$ cat src/rtl/alu_pkg.sv
// alu_pkg: shared widths, opcodes, FSM encoding and the single-cycle ALU evaluator.
package alu_pkg;
   localparam int OP_W = 4;
   localparam int RES_W = 8;
   typedef enum logic [2:0] {
      OP_ADD = 3'b000, OP_SUB, OP_AND, OP_OR, OP_XOR, OP_NOT, OP_MUL, OP_RSV
   } opcode_t;
   typedef enum logic [1:0] {S_IDLE, S_EXEC, S_MUL, S_DONE} state_t;
   typedef struct packed {
      logic [RES_W-1:0] result;
      logic             carry;
   } alu_out_t;
   // MUL and the reserved opcode evaluate to zero here; MUL comes from mul4_seq.
   function automatic alu_out_t alu_eval(input opcode_t op, input logic [OP_W-1:0] a, input logic [OP_W-1:0] b);
      alu_out_t r;
      logic [OP_W:0] sum, diff;
      sum = {1'b0, a} + {1'b0, b};
      diff = {1'b0, a} - {1'b0, b};
      r = '0;
      case (op)
         OP_ADD: r = '{{3'b0, sum}, sum[OP_W]};
         OP_SUB: r = '{{4'b0, diff[OP_W-1:0]}, diff[OP_W]};
         OP_AND: r.result = {4'b0, a & b};
         OP_OR:  r.result = {4'b0, a | b};
         OP_XOR: r.result = {4'b0, a ^ b};
         OP_NOT: r.result = {4'b0, ~a};
         default: r = '0;
      endcase
      return r;
   endfunction
endpackage

$ cat src/rtl/alu_exec_stage_if.sv
// alu_exec_stage_if: operand/request and result/status bundle of the ALU stage.
interface alu_exec_stage_if;
   import alu_pkg::*;
   logic [OP_W-1:0]  op_a;
   logic [OP_W-1:0]  op_b;
   logic [2:0]       opcode;
   logic             start;
   logic [RES_W-1:0] result;
   logic             carry;
   logic             zero;
   logic             err;
   logic             busy;
   logic             done;
   modport master (output op_a, op_b, opcode, start, input result, carry, zero, err, busy, done);
   modport slave  (input op_a, op_b, opcode, start, output result, carry, zero, err, busy, done);
endinterface

$ cat src/rtl/mul4_seq.sv
// mul4_seq: 4-step shift-add multiplier; product shows the accumulator after the current step.
module mul4_seq
   import alu_pkg::*;
(
   input  logic             clock,
   input  logic             reset,
   input  logic             load,
   input  logic             step,
   input  logic [OP_W-1:0]  a,
   input  logic [OP_W-1:0]  b,
   output logic [RES_W-1:0] product,
   output logic             last
);
   logic [RES_W-1:0] acc, mcand;
   logic [OP_W-1:0]  mplier;
   logic [1:0]       cnt;
   always_comb product = acc + (mplier[0] ? mcand : '0);
   always_comb last = cnt == 2'd3;
   always_ff @(posedge clock or posedge reset) begin
      if (reset) begin
         acc <= '0;
         mcand <= '0;
         mplier <= '0;
         cnt <= '0;
      end else if (load) begin
         acc <= '0;
         mcand <= {{(RES_W-OP_W){1'b0}}, a};
         mplier <= b;
         cnt <= '0;
      end else if (step) begin
         acc <= product;
         mcand <= mcand << 1;
         mplier <= mplier >> 1;
         cnt <= cnt + 2'd1;
      end
   end
endmodule

$ cat src/rtl/alu_exec_stage.sv
// alu_exec_stage: IDLE/EXEC/MUL/DONE sequenced ALU with registered result and flags.
module alu_exec_stage
   import alu_pkg::*;
(
   input logic clock,
   input logic reset,
   alu_exec_stage_if.slave bus
);
   state_t           state, nxt;
   opcode_t          op_q;
   logic [OP_W-1:0]  a_q, b_q;
   logic             accept, mul_step, mul_last, fin;
   logic [RES_W-1:0] product, res_n;
   alu_out_t         ex;
   always_ff @(posedge clock or posedge reset) begin
      if (reset) state <= S_IDLE;
      else state <= nxt;
   end
   always_comb begin
      nxt = state == S_IDLE ? (bus.start ? (opcode_t'(bus.opcode) == OP_MUL ? S_MUL : S_EXEC) : S_IDLE) :
            state == S_EXEC ? S_DONE :
            state == S_MUL  ? (mul_last ? S_DONE : S_MUL) : S_IDLE;
   end
   always_comb begin
      bus.busy = state != S_IDLE;
      bus.done = state == S_DONE;
      accept = state == S_IDLE && bus.start;
      mul_step = state == S_MUL;
   end
   always_ff @(posedge clock or posedge reset) begin
      if (reset) begin
         a_q <= '0;
         b_q <= '0;
         op_q <= OP_ADD;
      end else if (accept) begin
         a_q <= bus.op_a;
         b_q <= bus.op_b;
         op_q <= opcode_t'(bus.opcode);
      end
   end
   mul4_seq u_mul (
      .clock(clock), .reset(reset), .load(accept), .step(mul_step),
      .a(bus.op_a), .b(bus.op_b), .product(product), .last(mul_last)
   );
   // Flags and result move only on entry to DONE and hold until the next completion.
   always_comb begin
      ex = alu_eval(op_q, a_q, b_q);
      fin = state == S_EXEC || (state == S_MUL && mul_last);
      res_n = state == S_MUL ? product : ex.result;
   end
   always_ff @(posedge clock or posedge reset) begin
      if (reset) begin
         bus.result <= '0;
         bus.carry <= 1'b0;
         bus.zero <= 1'b0;
         bus.err <= 1'b0;
      end else if (fin) begin
         bus.result <= res_n;
         bus.carry <= state == S_EXEC && ex.carry;
         bus.zero <= res_n == '0;
         bus.err <= state == S_EXEC && op_q == OP_RSV;
      end
   end
endmodule

$ cat src/flat_wrapper.sv
// flat-port wrapper written by rule: the top's interface ports become plain ports
module alu_exec_stage_flat import alu_pkg::*;
  (clock, reset, bus_op_a, bus_op_b, bus_opcode, bus_start, bus_result, bus_carry, bus_zero, bus_err, bus_busy, bus_done);
  alu_exec_stage_if bus_i ();
  input logic clock;
  input logic reset;
  input wire logic [$bits(bus_i.op_a)-1:0] bus_op_a;
  input wire logic [$bits(bus_i.op_b)-1:0] bus_op_b;
  input wire logic [$bits(bus_i.opcode)-1:0] bus_opcode;
  input wire logic [$bits(bus_i.start)-1:0] bus_start;
  output wire logic [$bits(bus_i.result)-1:0] bus_result;
  output wire logic [$bits(bus_i.carry)-1:0] bus_carry;
  output wire logic [$bits(bus_i.zero)-1:0] bus_zero;
  output wire logic [$bits(bus_i.err)-1:0] bus_err;
  output wire logic [$bits(bus_i.busy)-1:0] bus_busy;
  output wire logic [$bits(bus_i.done)-1:0] bus_done;
  assign bus_i.op_a = bus_op_a;
  assign bus_i.op_b = bus_op_b;
  assign bus_i.opcode = bus_opcode;
  assign bus_i.start = bus_start;
  assign bus_result = bus_i.result;
  assign bus_carry = bus_i.carry;
  assign bus_zero = bus_i.zero;
  assign bus_err = bus_i.err;
  assign bus_busy = bus_i.busy;
  assign bus_done = bus_i.done;
  alu_exec_stage u_core (.clock(clock), .reset(reset), .bus(bus_i));
endmodule
$ cat config.mk
export PLATFORM = sky130hd
export DESIGN_NAME = alu_exec_stage_flat
export DESIGN_NICKNAME = d
export VERILOG_FILES = /design/src/rtl/alu_pkg.sv /design/src/rtl/alu_exec_stage_if.sv /design/src/rtl/mul4_seq.sv /design/src/rtl/alu_exec_stage.sv /design/src/flat_wrapper.sv
export SDC_FILE = /design/constraint.sdc
export NUM_CORES = 1
export LEC_CHECK = 0
export BUFFER_PORTS_ARGS = -buffer_cell sky130_fd_sc_hd__buf_2
export CAP_MARGIN = 5
export CORE_ASPECT_RATIO = 0.9
export CORE_MARGIN = 4
export CORE_UTILIZATION = 40
export DETAILED_ROUTE_END_ITERATION = 7
export SLEW_MARGIN = 10
export SYNTH_ARGS = -nofsm -noshare
export SYNTH_HDL_FRONTEND = slang
export SYNTH_SLANG_ARGS = --single-unit
$ cat constraint.sdc
create_clock -name clock -period 3.1 [get_ports clock]
set_input_delay 0.31 -clock clock [delete_from_list [all_inputs] [get_ports clock]]
set_output_delay 0.31 -clock clock [all_outputs]
set_load 0.02 [all_outputs]
==> metrics.csv, run 1 <==
metric,value,unit
run_status,"finished, final reports clean",
min_period_over_period,77.7,%
grt_max_degree,47,
fin_tns_setup,0,ns
ys_seq_area_share,40.8,%
cts_hold_buf,0,
skew,0.0120,ns
firstDrtPassIters,4,
syn_nets,340,
htreeDepth,2,
top_layer,met4,
end_kind,register,
dp_slack,0.669,ns
synth_edf_count,0,
power,3140,µW
powerDensity,1000,nW/µm²
num_vias,2121,
antenna_found_initial,0,
wl_met1,3300,µm
drt-initial-drc-count,127,
setup_violations,0,
io-pin-count,27,
n_antenna_cell,0,
final.min_clock_period,2.41,ns
hold_viol_final,0,
cts_buffer_depth,2,
wl_met2,2490,µm
cp.arrival,2.62,ns
grt_first_pass_wirelength,10500,µm
routed_wl,6170,µm
grt-ovfl-total,0,
yosysUniqueCellTypes,52,
fp.dieW,96.6,µm
final_cells,411,
first_global_vias,2091,
grt_usage,16.1,%
layout_setup_ws,0.692,ns
cts.reportedPaths.clkPinSlew,0.08,ns
cts_resized,0,
max_slew_margin,34.4,%
start_kind,register,
cts_buffers,5,
cp.required,3.31,ns
drv_cap,0,
cts_root_buffer,clkbuf_8,
yosysWarnings,0,
synth_top_area_share,40.8,%
drive_above_1_share,13.4,%
dpl.hpwl,4560,µm
placed_cells,404,
clkSinkCount,46,
synth.avg_cell_area,9.44,µm²
p_leak,0.00150,µW
core_area,6730,µm²
crit_type,register to register,
insertion_delay,0.30,ns
syn_inst,299,
wl_met3,325,µm
rsz0062_at_grt,false,
ys.flop_type,dfrtp_1,
async_flop_share,100,%
drcViolationCount,0,
synth_area,2820,µm²
fin_util,46.6,%
tightest_slew,0.983,ns
initial_core_util,42.0,%
hp-class,input pin to async pin,
cts_tree,done,
yosysTopAreaCell,dfrtp_1,
postCtsSetupBuffers,0,
peakVddDrop,326,µV
area_delta_synth_final,11.0,%
vias_per_cell,5.16,
fmax,415,MHz
portBuffers,26,
yosysMostFrequentCell,dfrtp_1,
ys_top_cells_by_count,"dfrtp_1, nand2_1, o21ai_0",
postRouteAntennaNets,0,
slew_violations,0,
routabilityCongestion,0.846,
netlist_top_cells_area,"dfrtp_1, ha_1, mux2i_1, o21ai_0, nand2_1",
layout.nets,362,
fp.dieArea,8470,µm²
die_height,87.7,µm
wl_per_cell,15.0,µm
synth-seq-cells,46,
path_max_fanout,9,
rows,28,
-- layer usage --
metal | GRT usage [%] | vias to the layer above
met2 | 22.6 | 47
met3 | 3.18 | 7
met1 | 25.4 | 983
li1 | - | 1084
met4 | 3.44 | 0
met5 | 0 | -
-- critical path: stages (launching register included) --
cell and delay, ns:
dfrtp_1 0.45, and2_1 0.19, ha_1 0.35, and4b_1 0.21
a211o_1 0.23, a311oi_2 0.38, and2_1 0.18, nand4_1 0.11
o31ai_2 0.22
-- worst paths after layout --
kind / depth (start not counted) / from / slack [ns] / to
max in group asynchronous: 2 / reset / 2.26 / u_core.bus.result[4]$_DFFE_PP0P_
setup reg to reg: 8 / u_core.u_mul.mplier[0]$_DFFE_PP0P_ / 0.69 / u_core.bus.zero$_DFFE_PP0P_
min in group clock: 3 / bus_op_b[3] / 0.24 / u_core.u_mul.mplier[3]$_DFFE_PP0P_
hold / removal: 2 / reset / 0.24 / u_core.u_mul.mcand[6]$_DFFE_PP0P_
hold reg to reg: 2 / u_core.bus.result[0]$_DFFE_PP0P_ / 0.48 / u_core.bus.result[0]$_DFFE_PP0P_
setup / recovery: 8 / u_core.u_mul.mplier[0]$_DFFE_PP0P_ / 0.69 / u_core.bus.zero$_DFFE_PP0P_
-- report_power, final --
part / total [µW] / switching (µW) / internal [µW]
logic: 1590 / 920 / 671
clock network: 462 / 203 / 258
registers: 1090 / 252 / 838
-- final cells by class --
class                           count  area (µm²)
Tap cell                           90         113
Clock inverter                      1        30.0
Sequential cell                    46        1150
Fill cell                         679        3590
Clock buffer                        6        82.6
Inverter                           22        82.6
Timing Repair Buffer               29         153
Multi-Input combinational cell    217        1520
-- registers in the layout, summed over array words and instances, names as in the netlist --
name,count
u_core.bus.result,8
u_core.u_mul.acc,8
u_core.u_mul.mcand,8
u_core.a_q,4
u_core.b_q,4
u_core.u_mul.mplier,4
u_core.op_q,3
u_core.state,2
u_core.u_mul.cnt,2
u_core.bus.carry,1
u_core.bus.err,1
u_core.bus.zero,1
-- placed cells by master (no fill, tap or decap), types with 3 or more instances in the layout --
cell type  instances
dfrtp_1           46
nand2_1           35
o21ai_0           27
nor2_1            26
buf_2             26
ha_1              24
inv_1             21
mux2i_1           17
a21oi_1           14
and2_1             9
clkbuf_8           6
a211oi_1           5
nor3_1             4
xnor2_1            3
nor2b_1            3
nor4bb_1           3
mux2_2             3
fa_1               3
buf_4              3
-- metrics by stage --
step,instance area [µm²],hold WS [ns]
6_report,3130,0.239
5_1_grt,3130,0.246
4_1_cts,3130,0.237
3_5_place_dp,3020,0.466
3_3_place_gp,3020,0.458
2_1_floorplan,2820,0.427
-- kinds of logic (layout without fill, tap and decap cells) --
group,after synthesis,count (layout),synth area share [%]
buf+inv,36,58,5.32
fa+ha+maj,27,27,12.8
mux,20,20,7.22
flops,46,46,40.8
xor+xnor,5,5,1.55
simple gates,90,90,15.0
compound gates,75,75,17.4
Power figures use the tool's default switching activity.
==> run 2: changes to the inputs <==
- clock period: 3.1 -> 2.1 ns (I/O delays scaled with it)
==> run 2 against run 1 <==
The flow now finishes with violations (negative setup slack). Highest routed layer unchanged. Register-to-register slack worse by 0.80 ns. Worst setup slack got worse by 0.80 ns. Routed wire length grew 14%. Critical path depth up 1. Combinational power increased by 110%. Clock power rose by 18%. Non-clock buffer count up 45. Count of clock-buffer cells in the layout grew 1. Via count up 11%.
==> metrics.csv, run 2 (synthesis results as in run 1) <==
metric,value,unit
cts_buffers,5,
layout_setup_ws,-0.111,ns
violations,negative setup slack,
cp.required,2.31,ns
drv_cap,0,
design_area,3700,µm²
antenna_found_initial,0,
grt_usage,17.6,%
peakVddDrop,537,µV
cts_buffer_depth,2,
postRouteAntennaNets,0,
hp-class,input pin to register,
routed_wl,7010,µm
slew_violations,0,
fin_tns_setup,-0.232,ns
slowest_delay,0.44,ns
num_vias,2354,
fmax,452,MHz
portBuffers,26,
path_max_fanout,5,
hold_viol_final,0,
io-pin-count,27,
cts_tree,done,
pwr-share-comb,60.9,%
crit_type,register to register,
area_delta_synth_final,31.1,%
drive_above_1_share,35.1,%
sw_frac_of_total,42.9,%
layout.nets,407,
dpl_cell_area,3340,µm²
clkSinkCount,46,
cts_root_buffer,clkbuf_8,
tightest_slew,0.451,ns
fp.dieW,96.6,µm
power,5500,µW
first_global_vias,2381,
final_cell_mix,"buf_4, dfrtp_1, nand2_1, buf_2, nor2_1",
end_kind,register,
insertion_delay,0.29,ns
p_int,3140,µW
skew,0.00424,ns
rows,28,
die_height,87.7,µm
routabilityCongestion,0.845,
reg_top3,"u_core.bus.result x8, u_core.u_mul.acc x8, u_core.u_mul.mcand x8",
fp.dieArea,8470,µm²
final.min_clock_period,2.21,ns
seqPwrFrac,29.2,%
grt-ovfl-total,0,
setup_violations,4,
powerDensity,1490,nW/µm²
final_cells,457,
grt_first_pass_wirelength,11600,µm
run_status,"complete, but fails checks",
dpl.hpwl,5120,µm
p_clk_share,9.9,%
crit_path_cell_trace,"buf_4, buf_6, and2_4, ha_4, a2111o_1, o22a_1, mux2i_2, nand2_2, o31ai_2",
min_period_over_period,105,%
drcViolationCount,0,
cp.arrival,2.42,ns
vias_per_cell,5.15,
initial_core_util,42.0,%
wl_per_cell,15.3,µm
drt-initial-drc-count,204,
max_slew_margin,69.9,%
placed_cells,441,
power.switching,2360,µW
rsz0062_at_grt,true,
n_antenna_cell,0,
htreeDepth,2,
firstDrtPassIters,4,
grt_max_degree,38,
cts.reportedPaths.clkPinSlew,0.08,ns
cpMaxStageDelayCell,dfrtp_2,
p_leak,0.00174,µW
core_area,6730,µm²
start_kind,register,
==> run 2: cell types whose count changed in the layout (fill, tap and decap cells not counted), sizes merged <==
cell	change
dlygate4sd3	+1
clkbuf	+1
buf	+44
bufinv	-1
clkinv	+1
==> run 2: worst paths after layout <==
path                                                     from                                 to  slack (ns)  cells after the start
setup / recovery           u_core.u_mul.mplier[0]$_DFFE_PP0P_        u_core.bus.zero$_DFFE_PP0P_       -0.11                      9
hold / removal                                  bus_opcode[1]         u_core.op_q[1]$_DFFE_PP0P_        0.14                      3
setup reg to reg           u_core.u_mul.mplier[0]$_DFFE_PP0P_        u_core.bus.zero$_DFFE_PP0P_       -0.11                      9
hold reg to reg              u_core.bus.result[5]$_DFFE_PP0P_   u_core.bus.result[5]$_DFFE_PP0P_        0.48                      2
max in group asynchronous                               reset   u_core.bus.result[4]$_DFFE_PP0P_        1.12                      4
min in group asynchronous                               reset  u_core.u_mul.mcand[3]$_DFFE_PP0P_        0.44                      3
==> run 2: final cells by class <==
type,count,area (µm²)
Multi-Input combinational cell,217,1750
Tap cell,90,113
Fill cell,636,3020
Clock buffer,7,86.3
Inverter,22,82.6
Sequential cell,46,1150
Clock inverter,1,5.00
Timing Repair Buffer,74,513
==> run 2: metal layers <==
| metal | wire, µm | vias to the layer above | GRT usage [%] |
|---|---|---|---|
| met5 | 0 | - | 0 |
| met4 | 62 | 0 | 3.69 |
| met3 | 361 | 8 | 3.35 |
| met2 | 3230 | 62 | 27.9 |
| met1 | 3360 | 1110 | 25.2 |
| li1 | - | 1174 | - |
==> run 2: per-stage QoR <==
step / worst slack [ns] / util [%] / hold WS [ns]
3_3_place_gp: -0.145 / 49.6 / 0.221
6_report: -0.111 / 55.1 / 0.142
4_1_cts: -0.124 / 53.3 / 0.136
2_1_floorplan: 0.00766 / - / 0.327
5_1_grt: -0.188 / 55.1 / 0.135
3_5_place_dp: -0.208 / 49.6 / 0.217
==> run 2: power groups by stage <==
stage / sequential (µW) / combinational [µW] / clock (µW)
detailed placement: 1590 / 2900 / 0
floorplan: 1550 / 1870 / 0
finish: 1610 / 3350 / 547
global route: 1660 / 3720 / 614
global placement: 1570 / 2870 / 0
CTS: 1590 / 3120 / 574
==> run 2: critical path, delay by kind of cell, from the launching register on <==
kind,cells,cell delay (ns)
adder cells (fa/ha/maj),1,0.23
buffers and inverters,2,0.24
AO/OA/AOI/OAI,3,0.75
multiplexers,1,0.22
flip-flops,1,0.44
AND/OR/NAND/NOR,2,0.24
==> run 2: repair_timing <==
action,in CTS,in global routing
pin swaps,19,11
endpoints found under the setup margin,10,12
resized for setup,29,22
hold buffers,1,0
endpoints found under the hold margin,18,0
setup buffers,4,3
==> run 3: changes to the inputs <==
- MAX_ROUTING_LAYER: not set -> met4
==> run 3 against run 2 <==
The flow still finishes with violations (negative setup slack). Critical path depth unchanged. Combinational power decreased by 1%. Global-route usage is 0.54 points higher. Count of clock-buffer cells in the layout stayed put. Routed wire length fell by 2.3%. Clock power up 0.9%. Via count is 1.3% higher. Largest cell class unchanged.
==> metrics.csv, run 3 (synthesis results as in run 1) <==
metric,value,unit
run_status,"complete, but fails checks",
violations,negative setup slack,
dp_slack,-0.224,ns
reg2reg_from,u_core.u_mul.mplier[0]$_DFFE_PP0P_,
cts_tree,done,
drcViolationCount,0,
path_max_fanout,7,
p_leak,0.00174,µW
first_global_vias,2382,
layout.nets,407,
tightest_slew,0.502,ns
final_cell_mix,"buf_4, dfrtp_1, nand2_1, buf_2, nor2_1",
fmax,456,MHz
reg2regPathDepth,9,
setup_violations,5,
peakVddDrop,519,µV
powerDensity,1470,nW/µm²
holdPathStages,3,
fp.dieW,96.6,µm
antenna_found_initial,0,
rsz0062_at_grt,true,
min_to,u_core.op_q[1]$_DFFE_PP0P_,
routed_wl,6850,µm
layout_setup_ws,-0.0950,ns
fin_tns_setup,-0.232,ns
clkSinkCount,46,
grt_usage,18.2,%
rows,28,
slowest_delay,0.46,ns
area_delta_synth_final,31.4,%
wl_per_cell,15.0,µm
cts_buffers,5,
portBuffers,26,
crit_path_cell_trace,"buf_6, and2_4, ha_4, nor2b_2, o31a_1, or3_1, and3_4, nand2_2, o31ai_2",
worst_r2r_endpoint,u_core.bus.zero$_DFFE_PP0P_,
postRouteAntennaNets,0,
final_cells,457,
routabilityCongestion,0.860,
drt-initial-drc-count,216,
crit_type,register to register,
hp-class,input pin to register,
cp.arrival,2.38,ns
end_kind,register,
path_buf_inv,1,
path_delay_family,simple AND/OR/NAND/NOR gates,
final.min_clock_period,2.19,ns
n_antenna_cell,0,
rrSetupSlack,-0.09,ns
cts_buffer_depth,2,
start_kind,register,
max_slew_margin,66.5,%
cts.reportedPaths.clkPinSlew,0.09,ns
fp.dieArea,8470,µm²
die_height,87.7,µm
core_area,6730,µm²
placed_cells,441,
insertion_delay,0.30,ns
cpMaxStageDelayCell,dfrtp_2,
cp.required,2.29,ns
firstDrtPassIters,5,
num_vias,2385,
drive_above_1_share,35.4,%
initial_core_util,42.0,%
io-pin-count,27,
worstHoldStart,bus_opcode[1],
grt-ovfl-total,0,
vias_per_cell,5.22,
grt_first_pass_wirelength,11600,µm
skew,0.00991,ns
fin_util,55.2,%
dpl.hpwl,5120,µm
htreeDepth,2,
grt_max_degree,38,
hold_viol_final,0,
slew_violations,0,
reg_top3,"u_core.bus.result x8, u_core.u_mul.acc x8, u_core.u_mul.mcand x8",
cts_root_buffer,clkbuf_8,
drv_cap,0,
min_period_over_period,105,%
run 3: cell type report:
| type | count | area [µm²] |
|---|---|---|
| Multi-Input combinational cell | 217 | 1760 |
| Sequential cell | 46 | 1150 |
| Fill cell | 649 | 3020 |
| Clock inverter | 1 | 5.00 |
| Timing Repair Buffer | 74 | 513 |
| Inverter | 22 | 82.6 |
| Clock buffer | 7 | 86.3 |
| Tap cell | 90 | 113 |
run 3: worst max path at each step:
stage                                             startpoint                          end  slack, ns  depth (start not counted)
after floorplan           u_core.u_mul.mplier[0]$_DFFE_PP0P_  u_core.bus.zero$_DFFE_PP0P_      0.008                         10
after global placement             u_core.b_q[0]$_DFFE_PP0P_  u_core.bus.zero$_DFFE_PP0P_      -0.15                          8
after detailed placement  u_core.u_mul.mplier[0]$_DFFE_PP0P_  u_core.bus.zero$_DFFE_PP0P_      -0.22                         10
after CTS                 u_core.u_mul.mplier[0]$_DFFE_PP0P_  u_core.bus.zero$_DFFE_PP0P_       -0.1                          9
after global routing      u_core.u_mul.mplier[0]$_DFFE_PP0P_  u_core.bus.zero$_DFFE_PP0P_      -0.20                          9
final                     u_core.u_mul.mplier[0]$_DFFE_PP0P_  u_core.bus.zero$_DFFE_PP0P_      -0.09                          9
run 3: report_power, final:
| group | total (µW) | internal, µW | switching (µW) | leakage (µW) |
|---|---|---|---|---|
| Combinational | 3310 | 1620 | 1690 | 0.00109 |
| Clock | 552 | 266 | 286 | 0.0000482 |
| Sequential | 1610 | 1240 | 365 | 0.000593 |
run 3: what timing repair did:
action	in CTS	in global routing
endpoints found under the hold margin	18	0
cloned	0	0
buffers inserted	7	4
gates resized for setup	28	26
hold buffers	1	0
pin swaps	18	22
endpoints found under the setup margin	10	12
run 3: worst min-delay path, stage by stage:
cell and delay (ns):
buf_2 0.09, nand2_1 0.04, o21ai_0 0.05
run 3: routing by layer:
layer / GRT usage, % / wire (µm)
met4: 4.08 / 46
met5: - / 0
met3: 3.61 / 280
met1: 24.6 / 3380
met2: 28.2 / 3140
run 3: stage by stage:
step	cell area [µm²]	hold WS [ns]	total power (µW)
after floorplan	2850	0.327	3420
after global placement	3340	0.219	4440
after detailed placement	3340	0.219	4490
after CTS	3600	0.133	5290
after global routing	3710	0.141	5960
final	3710	0.138	5460
